## src/rtl/param_reader.sv

```systemverilog
// Parameter-buffer read master: streams num consecutive words from base (wrapping)
// over the single-port RAM bus onto a valid/ready stream, then signals finish.
module param_reader #(
  parameter int unsigned DEPTH     = 8,
  parameter int unsigned IDX_W     = $clog2(DEPTH),
  parameter logic        WRITE_DIS = 1'b1
) (
  input  logic             clk,
  input  logic             rst,
  input  logic             start_i,
  input  logic [IDX_W-1:0] base_i,
  input  logic [IDX_W:0]   num_i,
  output logic             finish_o,
  output logic             cs_o,
  output logic             oe_o,
  output logic [31:0]      addr_o,
  output logic             W_req_o,
  output logic [31:0]      W_data_o,
  input  logic [31:0]      R_data_i,
  output logic             param_valid_o,
  output logic [31:0]      param_data_o,
  output logic [IDX_W-1:0] param_idx_o,
  input  logic             param_ready_i
);

  localparam logic [IDX_W:0] NUM_MAX = (IDX_W+1)'(DEPTH);

  typedef enum logic [2:0] {
    S_IDLE,
    S_SYNC,
    S_READ,
    S_DRAIN,
    S_DONE
  } state_t;

  state_t           r_state;
  logic [IDX_W-1:0] r_base;
  logic [IDX_W:0]   r_num;
  logic [IDX_W:0]   r_rd_cnt;
  logic             r_inflight;
  logic [IDX_W-1:0] r_inflight_idx;
  logic [31:0]      r_fifo_data [2];
  logic [IDX_W-1:0] r_fifo_idx  [2];
  logic             r_rd_ptr;
  logic             r_wr_ptr;
  logic [1:0]       r_count;
  logic             r_finish;

  logic [IDX_W:0]   w_num_clamped;
  logic             w_pop;
  logic [1:0]       w_occ;
  logic             w_credit;
  logic             w_issue;
  logic             w_abort;
  logic             w_last_issue;
  logic [IDX_W-1:0] w_addr;

  assign w_num_clamped = (num_i > NUM_MAX) ? NUM_MAX : num_i;
  assign w_pop         = (r_count != 2'd0) && param_ready_i;
  assign w_occ         = r_count + 2'(r_inflight);
  // A slot freed by a same-cycle pop may be reused immediately.
  assign w_credit      = (w_occ < 2'd2) || ((w_occ == 2'd2) && w_pop);
  assign w_issue       = (r_state == S_READ) && start_i && w_credit;
  assign w_abort       = !start_i &&
                         ((r_state == S_SYNC) || (r_state == S_READ) || (r_state == S_DRAIN));
  assign w_last_issue  = (r_rd_cnt == (r_num - (IDX_W+1)'(1)));
  assign w_addr        = r_base + r_rd_cnt[IDX_W-1:0];

  assign cs_o          = w_issue;
  assign oe_o          = w_issue;
  assign addr_o        = w_issue ? 32'(w_addr) : 32'd0;
  assign W_req_o       = WRITE_DIS;
  assign W_data_o      = 32'd0;
  assign finish_o      = r_finish;
  assign param_valid_o = (r_count != 2'd0);
  assign param_data_o  = r_fifo_data[r_rd_ptr];
  assign param_idx_o   = r_fifo_idx[r_rd_ptr];

  always_ff @(posedge clk) begin
    if (rst) begin
      r_state        <= S_IDLE;
      r_base         <= '0;
      r_num          <= '0;
      r_rd_cnt       <= '0;
      r_inflight     <= 1'b0;
      r_inflight_idx <= '0;
      r_rd_ptr       <= 1'b0;
      r_wr_ptr       <= 1'b0;
      r_count        <= 2'd0;
      r_finish       <= 1'b0;
      for (int i = 0; i < 2; i++) begin
        r_fifo_data[i] <= '0;
        r_fifo_idx[i]  <= '0;
      end
    end else begin
      // Read-return path: the word addressed last cycle lands in the FIFO now.
      if (w_abort) begin
        r_inflight <= 1'b0;
        r_rd_ptr   <= 1'b0;
        r_wr_ptr   <= 1'b0;
        r_count    <= 2'd0;
      end else begin
        r_inflight     <= w_issue;
        r_inflight_idx <= r_rd_cnt[IDX_W-1:0];
        if (r_inflight) begin
          r_fifo_data[r_wr_ptr] <= R_data_i;
          r_fifo_idx[r_wr_ptr]  <= r_inflight_idx;
          r_wr_ptr              <= ~r_wr_ptr;
        end
        if (w_pop) begin
          r_rd_ptr <= ~r_rd_ptr;
        end
        r_count <= r_count + 2'(r_inflight) - 2'(w_pop);
      end

      case (r_state)
        S_IDLE: begin
          if (start_i) begin
            r_base   <= base_i;
            r_num    <= w_num_clamped;
            r_rd_cnt <= '0;
            r_state  <= S_SYNC;
          end
        end
        S_SYNC: begin
          if (!start_i) begin
            r_state <= S_IDLE;
          end else if (r_num == '0) begin
            r_state  <= S_DONE;
            r_finish <= 1'b1;
          end else begin
            r_state <= S_READ;
          end
        end
        S_READ: begin
          if (!start_i) begin
            r_state <= S_IDLE;
          end else if (w_issue) begin
            r_rd_cnt <= r_rd_cnt + (IDX_W+1)'(1);
            if (w_last_issue) begin
              r_state <= S_DRAIN;
            end
          end
        end
        S_DRAIN: begin
          if (!start_i) begin
            r_state <= S_IDLE;
          end else if (w_pop && (r_count == 2'd1) && !r_inflight) begin
            r_state  <= S_DONE;
            r_finish <= 1'b1;
          end
        end
        S_DONE: begin
          if (!start_i) begin
            r_state  <= S_IDLE;
            r_finish <= 1'b0;
          end
        end
        default: begin
          r_state  <= S_IDLE;
          r_finish <= 1'b0;
        end
      endcase
    end
  end

endmodule
```

## config.mk

```make
export PLATFORM = sky130hd
export DESIGN_NAME = param_reader
export DESIGN_NICKNAME = d
export VERILOG_FILES = /design/src/rtl/param_reader.sv
export SDC_FILE = /design/constraint.sdc
export NUM_CORES = 1
export LEC_CHECK = 0
export ABC_CLOCK_PERIOD_IN_PS = 3800
export BUFFER_PORTS_ARGS = -buffer_cell sky130_fd_sc_hd__buf_4
export CELL_PAD_IN_SITES_DETAIL_PLACEMENT = 2
export CELL_PAD_IN_SITES_GLOBAL_PLACEMENT = 2
export CORE_MARGIN = 2
export CORE_UTILIZATION = 35
export DETAILED_ROUTE_END_ITERATION = 10
export PLACE_DENSITY_LB_ADDON = 0.1
export REMOVE_ABC_BUFFERS = 1
export SLEW_MARGIN = 40
export SYNTH_ARGS = -nofsm -noshare
export SYNTH_HDL_FRONTEND = slang
export SYNTH_SLANG_ARGS = --single-unit
```

## constraint.sdc

```tcl
create_clock -name clk -period 3.8 [get_ports clk]
set_input_delay 0.95 -clock clk [delete_from_list [all_inputs] [get_ports clk]]
set_output_delay 0.95 -clock clk [all_outputs]
set_load 0.005 [all_outputs]
```

==> results of run 1 <==
[how the worst min path moves through the flow]
stage | end | from | cells after the start | slack (ns)
after global routing | r_base[0] | r_base[0] | 2 | 0.51
after CTS | r_num[1] | r_num[1] | 2 | 0.48
final | r_num[1] | r_num[1] | 2 | 0.48
after floorplan | r_base[0] | r_base[0] | 2 | 0.43
after global placement | r_num[1] | r_num[1] | 2 | 0.47
after detailed placement | r_num[1] | r_num[1] | 2 | 0.47
[flip-flops by register name, indices dropped and copies added (netlist names), named ones only]
signal	count
r_fifo_idx	6
r_count	2
r_rd_ptr	1
r_wr_ptr	1
r_base	3
r_inflight_idx	3
r_num	4
r_inflight	1
finish_o	1
r_rd_cnt	4
r_fifo_data	64
r_state	3
[per-layer routing]
layer / wire (um) / part of all wire / vias to the layer above
li1: - / - / 1388
met1: 4243 / 0.41 / 1451
met2: 5426 / 0.53 / 92
met3: 472 / 0.046 / 11
met4: 141 / 0.014 / 0
met5: 0 / 0 / -
[logic make-up (layout without fill, tap and decap cells)]
family                     after synthesis  after routing  synth area share
buffers and inverters                   82            108            0.1210
adders and majority gates                7              7           0.01999
other                                    2             62          0.001579
muxes                                   39             39           0.09153
AOI/OAI and AO/OA                       26             26           0.03788
DFF                                     94             94            0.5429
xor gates and xnor gates                11             11           0.02341
and+or+nand+nor                        131            131            0.1618
[power by group]
group | total (mW) | switching (mW) | internal [mW]
registers | 1.16 | 0.0269 | 1.13
clock network | 0.884 | 0.380 | 0.504
logic | 0.221 | 0.105 | 0.115
total | 2.27 | 0.512 | 1.75
[cell usage after synthesis (all sizes together) (4+ instances only)]
cell    number
inv          5
a21oi       10
clkbuf       6
mux2        36
and2        71
nand2       15
nor2        13
ha           6
edfxtp      70
or2          4
nor3         5
nand2b       4
buf         71
dfxtp       24
xnor2        7
[stage by stage]
stage / std cells / power, mW / setup slack [ns] / instance area (um2)
after floorplan: 375 / 1.286 / 0.8211 / 4425
after global placement: 638 / 1.403 / 0.9824 / 5306
after detailed placement: 638 / 1.409 / 0.9525 / 5314
after CTS: 654 / 2.300 / 0.8308 / 5604
after global routing: 654 / 2.358 / 0.7498 / 5604
final: 654 / 2.266 / 0.8767 / 5604
[critical path: cells and delay by family (launching register included)]
| family | cells | cell delay (ns) |
|---|---|---|
| buffers and inverters | 1 | 0.11 |
| AND/OR/NAND/NOR | 3 | 0.51 |
| flip-flops | 1 | 0.45 |
| AO/OA/AOI/OAI | 1 | 0.26 |
| adder cells (fa/ha/maj) | 1 | 0.30 |
[final cells by class]
type	instances	share of cell area
well taps	176	0.03929
inverters	5	0.003349
repair buffers	87	0.1165
clock buffers	9	0.04019
clock inverters	7	0.01161
multi-input cells	276	0.3275
flip-flops and latches	94	0.4615
==> summary by stage, run 1 <==
Synthesis
Sorting the synthesized cells by area gives the leading types as sky130_fd_sc_hd__edfxtp_1 44%, sky130_fd_sc_hd__dfxtp_1 10%, sky130_fd_sc_hd__buf_4 9.9%. Of the post-synthesis cell area, the dominant cell type holds 0.4419. For this run, the register share of the synthesized area comes to 0.5429. In the synthesized netlist the dominant register cell turns out to be sky130_fd_sc_hd__edfxtp_1.

During synthesis, Yosys emitted a total of 0 warnings. The number of flops mapped to enable cells by yosys is 70. The post-synthesis instance total is roughly 390. The top cell type by total area after synthesis is sky130_fd_sc_hd__edfxtp_1. The share of async-settable or async-resettable flops after synthesis is 0. The average footprint of a synthesized cell is 12.14 um2.

The netlist area before placement is between 4000 and 5000 um2. In this run, distinct cell masters in the synthesized netlist total 49. The post-synthesis sequential element count is 94.

Flow run
Max-cap violations in this run came to 0.

Clock tree
The CTS tree is done. The clock transition time at the flip-flop clock pins of the worst setup and hold paths is approximately 0.07 ns. The later pin in the worst-skew pair is clocked with a latency of between 0.3 and 0.4 ns. Counting every sink on the clock net gives between 90 and 100.

Clock tree synthesis selected as its root buffer the cell sky130_fd_sc_hd__clkbuf_16. The number of buffers inserted for hold repair after clock tree synthesis is 0. The post-CTS setup-driven buffer insertion count is 0. In this run, CTS created clock tree buffers numbering 9. In this run, post-CTS repair resized a total of 0 instances.

The number of buffers on the longest clock path is 2. The number of levels the H-tree was split into is 3.

Global routing
The overflow left after global routing is 0. Entering global routing, the biggest net connects 36 pins. The global-route met2 utilization is 0.2645. The routing usage on met3 is 0.02689. For met1 alone, demand over resource in global routing was 0.1702.

The initial antenna violation count is 0. The number of global-route vias before repair was approximately 3100. Across every metal layer, demand over resource in global routing totals 0.1448. The most crowded layer after global routing is met2. The first global-routing pass estimated around 16000 um of wire.

Timing
Setup repair after global routing left no endpoint under its margin. The highest clock rate is 342.1 MHz. The max-slew violation count is 0.

Setup violations remaining at the end of the flow were counted as 0. The worst hold slack after final layout is between 0.4 and 0.5 ns. The smallest clock period supported by the final layout is computed as between 2 and 3 ns. The clock skew after layout is roughly 0.0064 ns.

The number of failing hold endpoints at the final stage came to 0. For the pin with the worst max-slew slack, the measured transition is slightly below 0.7 ns. Dividing the final minimum period by the clock period gives 0.7693. The worst relative slew slack is 0.5444.

In the final timing run, aggregate negative setup slack is 0 ns.

Place
The congestion estimate from routability-driven global placement came to ~0.7. The count of buffers inserted at the top-level ports is 84. The HPWL reported at the end of detailed placement is around 7000 um.

Final layout
The most frequent standard cell in the layout excluding fill and tap cells is sky130_fd_sc_hd__buf_4. The final net count is 523. In the final layout, the multi-input gates occupy about 1800 um2. The library cells used most frequently in the layout, excluding fill and tap cells, are 87 x sky130_fd_sc_hd__buf_4, 71 x sky130_fd_sc_hd__and2_1, 70 x sky130_fd_sc_hd__edfxtp_1.

The end-of-flow core utilization is 0.4232. The sequential cells in the finished layout cover a total of about 2600 um2. The area overhead of the layout relative to synthesis is 17.81%. The share of cells above drive strength 1 is 0.3054. The number of diodes added for antenna fixing is 0. The number of inserted filler cells in the final layout is roughly 1400.

Routing
In the routed layout, each cell is associated on average with a via count of 4.498. The routed layout has 2942 vias. In this run the remaining antenna-violating nets after routing total 0.

After detailed routing, the number of remaining DRC violations is 0. Dividing the detail-routed wire length by the instance count gives 15.72 um. The number of detailed-routing iterations run before antenna repair is 4. Summed over all layers, the routed wires come to approximately 10000 um.

The number of violations reported at the end of detailed-routing iteration 0 is 101.

Setup path
The sort of element at the end of the critical path is a primary output. The arrival time of the worst setup path is about 2 ns. The critical-path cell with the highest stage delay is sky130_fd_sc_hd__dfxtp_1. The launching element type of the critical path is a flip-flop.

The worst register-to-register path has a depth of 5. The critical path's largest stage delay is 0.45 ns. Data on the critical path is required at its endpoint by between 2 and 3 ns. The critical path goes through ha_1, and3b_1, o22a_1, nand2_1, nor2_1, buf_4. In this run the critical register-to-register path is launched from r_inflight. Along the worst path, the maximum fanout reaches 6. The most critical setup path has its startpoint at r_inflight. Setup slack on the worst reg-to-reg path comes out at around 1.7 ns. The worst flop-to-flop path endpoint is r_rd_cnt[3]. The critical path is of the flip-flop to primary output type. The last element of the critical path is addr_o[2].

Die
The initial utilization of the core area, before any placement, comes to 0.3592. The floorplan step set the die height to roughly 120 um. The number of rows in the core area is 42. The area of the die is 14540 um2.

The I/O pin count is 147. From left edge to right edge, the die measures roughly 120 um. The area of the core is approximately 13000 um2.

Power
Across the VDD grid, the largest voltage drop is 0.1732 mV. The power per standard cell area is 404.4 nW/um2. The leakage component of the power is roughly 2.4 nW.

Worst hold path
The path class of the tightest hold or removal check is flip-flop to flip-flop.

Run status
The run finished with clean final reports.
Note: power is estimated with default switching activity, not from simulation.
==> inputs of run 2 (changes only) <==
--- a/config.mk
+++ b/config.mk
@@ -5,12 +5,12 @@
 export SDC_FILE = /design/constraint.sdc
 export NUM_CORES = 1
 export LEC_CHECK = 0
-export ABC_CLOCK_PERIOD_IN_PS = 3800
+export ABC_CLOCK_PERIOD_IN_PS = 2700
 export BUFFER_PORTS_ARGS = -buffer_cell sky130_fd_sc_hd__buf_4
 export CELL_PAD_IN_SITES_DETAIL_PLACEMENT = 2
 export CELL_PAD_IN_SITES_GLOBAL_PLACEMENT = 2
 export CORE_MARGIN = 2
-export CORE_UTILIZATION = 35
+export CORE_UTILIZATION = 33
 export DETAILED_ROUTE_END_ITERATION = 10
 export PLACE_DENSITY_LB_ADDON = 0.1
 export REMOVE_ABC_BUFFERS = 1
==> constraint.sdc (replaced) <==
create_clock -name clk -period 2.7 [get_ports clk]
set_input_delay 0.675 -clock clk [delete_from_list [all_inputs] [get_ports clk]]
set_output_delay 0.675 -clock clk [all_outputs]
set_load 0.005 [all_outputs]
==> summary by stage, run 2 (synthesis gave the netlist of run 1 again) <==
Global routing
The number of global-route vias before repair came to 3114 (was 3119). The initial antenna violation count is 0 (unchanged). The overflow left after global routing is 0 (unchanged). The pin count of the biggest net entering global routing is 36 (unchanged).

The first-pass GRT wire length is 16100 um (was 16010 um). The overall global routing resource usage is 0.1401 (was 0.1448).

Timing
The worst hold slack after final layout is 0.4741 ns (was 0.4800 ns). The number of failing hold endpoints at the final stage is 0 (unchanged). The slew at the pin with the worst max-slew slack is 0.5938 ns (was 0.6798 ns). The worst path needs approximately 2.6 ns of the cycle, external delays included. The max-slew violation count came to 0 (unchanged). The sum of negative setup slack is 0 ns (unchanged). The part of the cycle the worst path needs is 0.9452. The final setup violation count was 0 (unchanged). The clock skew after layout is 0.005861 ns (was 0.006395 ns). The worst relative slew slack came to 0.6008 (was 0.5444). RSZ-0062 raised after global routing: false (unchanged).

The final worst setup slack was 0.1479 ns (was 0.8767 ns). Timing would allow up to ~390 MHz.

Final layout
The area overhead of the layout relative to synthesis is 20.15% (was 17.81%). The end-of-flow core utilization is 0.4086 (was 0.4232). The number of flip-flops in the largest register is 64 (unchanged). Commonest cells after routing, fill and taps aside: 90 x sky130_fd_sc_hd__buf_4, 71 x sky130_fd_sc_hd__and2_1, 70 x sky130_fd_sc_hd__edfxtp_1 (was 87 x sky130_fd_sc_hd__buf_4, 71 x sky130_fd_sc_hd__and2_1, 70 x sky130_fd_sc_hd__edfxtp_1).

The share of cells above drive strength 1 is 0.3209 (was 0.3054). The design area was 5715 um2 (was 5604 um2). The number of inserted filler cells in the final layout came to 1474 (was 1381). Registers with the most flip-flops: r_fifo_data: 64 flops, r_fifo_idx: 6 flops (unchanged). The final net count is 528 (was 523). The register name with the most flops is r_fifo_data (unchanged). The most frequent standard cell in the layout excluding fill and tap cells is sky130_fd_sc_hd__buf_4 (unchanged). The final non-filler cell total came to 663 (was 654). The number of diodes added for antenna fixing is 0 (unchanged).

Die
The I/O pin count came to 147 (unchanged). The initial cell density of the core was 0.3401 (was 0.3592). The area of the die was 15390 um2 (was 14540 um2). The number of rows in the core area is 43 (was 42). The die height is 124.1 um (was 120.6 um). The area of the core came to 13990 um2 (was 13240 um2). The die outline width is 124.1 um (was 120.6 um).

Setup path
The critical path's top delay family is simple AND/OR/NAND/NOR gates (unchanged). The worst-case register-to-register setup slack is 0.52 ns (was 1.71 ns). The critical-path cell with the highest stage delay was sky130_fd_sc_hd__dfxtp_2 (was sky130_fd_sc_hd__dfxtp_1). The worst-path maximum fanout was 6 (unchanged). The critical path data required time is 2.03 ns (was 2.85 ns). The sort of element at the end of the critical path was a primary output (unchanged).

Series of cell instances along the critical path: ha_1, and3b_1, o22a_2, nand2_1, nor2_1, buf_4 (was ha_1, and3b_1, o22a_1, nand2_1, nor2_1, buf_4). The arrival time of the worst setup path came to 1.88 ns (was 1.97 ns). The buffers plus inverters on the worst setup path was 1 (unchanged). The launching element type of the critical path is a flip-flop (unchanged).

The worst setup path category is flip-flop to primary output (unchanged). The critical path's largest stage delay is 0.35 ns (was 0.45 ns).

Place
The HPWL reported at the end of detailed placement is 7020 um (was 7145 um). The count of buffers inserted at the top-level ports was 84 (unchanged). The worst setup timing slack at the placement stage is 0.2802 ns (was 0.9525 ns). The placement-stage cell area is 5374 um2 (was 5314 um2). The routability-driven placement congestion ratio is 0.6865 (was 0.7184). The number of placed cells counting well taps is 647 (was 638).

Power
The worst-case vdd ir drop is 0.3140 mV (was 0.1732 mV). The final total power came to 3.406 mW (was 2.266 mW). The power per standard cell area is 596.0 nW/um2 (was 404.4 nW/um2). The leakage component of the power is 2.421 nW (was 2.353 nW).

Clock tree
The number of sinks handled by clock tree synthesis came to 94 (unchanged). The clock transition time at the flip-flop clock pins of the worst setup and hold paths is 0.07 ns (about the same). The number of levels the H-tree was split into is 3 (unchanged). The CTS tree is done (unchanged). The number of buffers inserted for hold repair after clock tree synthesis was 0 (unchanged). The number of buffers on the longest clock path came to 2 (unchanged).

The library cell used as clock root buffer was sky130_fd_sc_hd__clkbuf_16 (unchanged). The TritonCTS buffer count is 9 (unchanged). The clock insertion delay at the later pin of the skew report is 0.34 ns (about the same).

Routing
The number of routed nets with antenna violations is 0 (unchanged). The number of violations reported at the end of detailed-routing iteration 0 is 131 (was 101). The via total after detailed routing came to 2958 (was 2942). The wire length after detailed routing was 10470 um (was 10280 um). The number of detailed-routing iterations run before antenna repair is 4 (unchanged). The detailed-route vias per instance was 4.462 (was 4.498). The detailed-route wire length per cell is 15.79 um (was 15.72 um). The remaining design rule violation count is 0 (unchanged).

Flow run
The number of violations of the max-capacitance limit is 0 (unchanged).

Worst hold path
The kind of path behind the tightest hold check is flip-flop to flip-flop (unchanged).

Run status
Outcome: completed (unchanged).
==> run 2: timing repair <==
action                     CTS  global route
setup buffers                0             0
resized for setup            1             2
pin swaps                    0             1
setup endpoints to repair    1             1
==> run 2: power by group <==
part	leakage [nW]	switching, mW	internal (mW)
Sequential	0.919	0.0233	1.60
Combinational	1.33	0.166	0.171
Clock	0.167	0.543	0.906
==> run 2: worst paths after layout <==
check | from | cells after the start | end
hold / removal | r_num[1] | 2 | r_num[1]
setup / recovery | r_inflight | 6 | addr_o[2]
hold reg to reg | r_num[1] | 2 | r_num[1]
setup reg to reg | r_state[1] | 5 | r_fifo_data[1][13]
==> run 2: worst reg2reg max path, delay by kind of cell (launching register included) <==
family / cells / cell delay [ns]
buf+inv: 1 / 0.29
flops: 1 / 0.45
simple gates: 4 / 1.12
==> run 2: final cells by class <==
class                      instances  area [um2]  share of cell area
sequential                        94        2586              0.4525
multi-input combinational        276        1832              0.3205
timing repair buffer              92       715.7              0.1252
clock buffer                      10       229.0             0.04006
tap                              180       225.2             0.03940
clock inverter                     6       108.9             0.01905
inverter                           5       18.77            0.003284
==> run 2: metal layers <==
layer | global-route usage | vias to the layer above | share of wire
met4 | 0.05056 | 0 | 0.013
met5 | 0 | - | 0
met1 | 0.1678 | 1471 | 0.42
li1 | - | 1397 | -
met3 | 0.02198 | 11 | 0.043
met2 | 0.2531 | 79 | 0.53
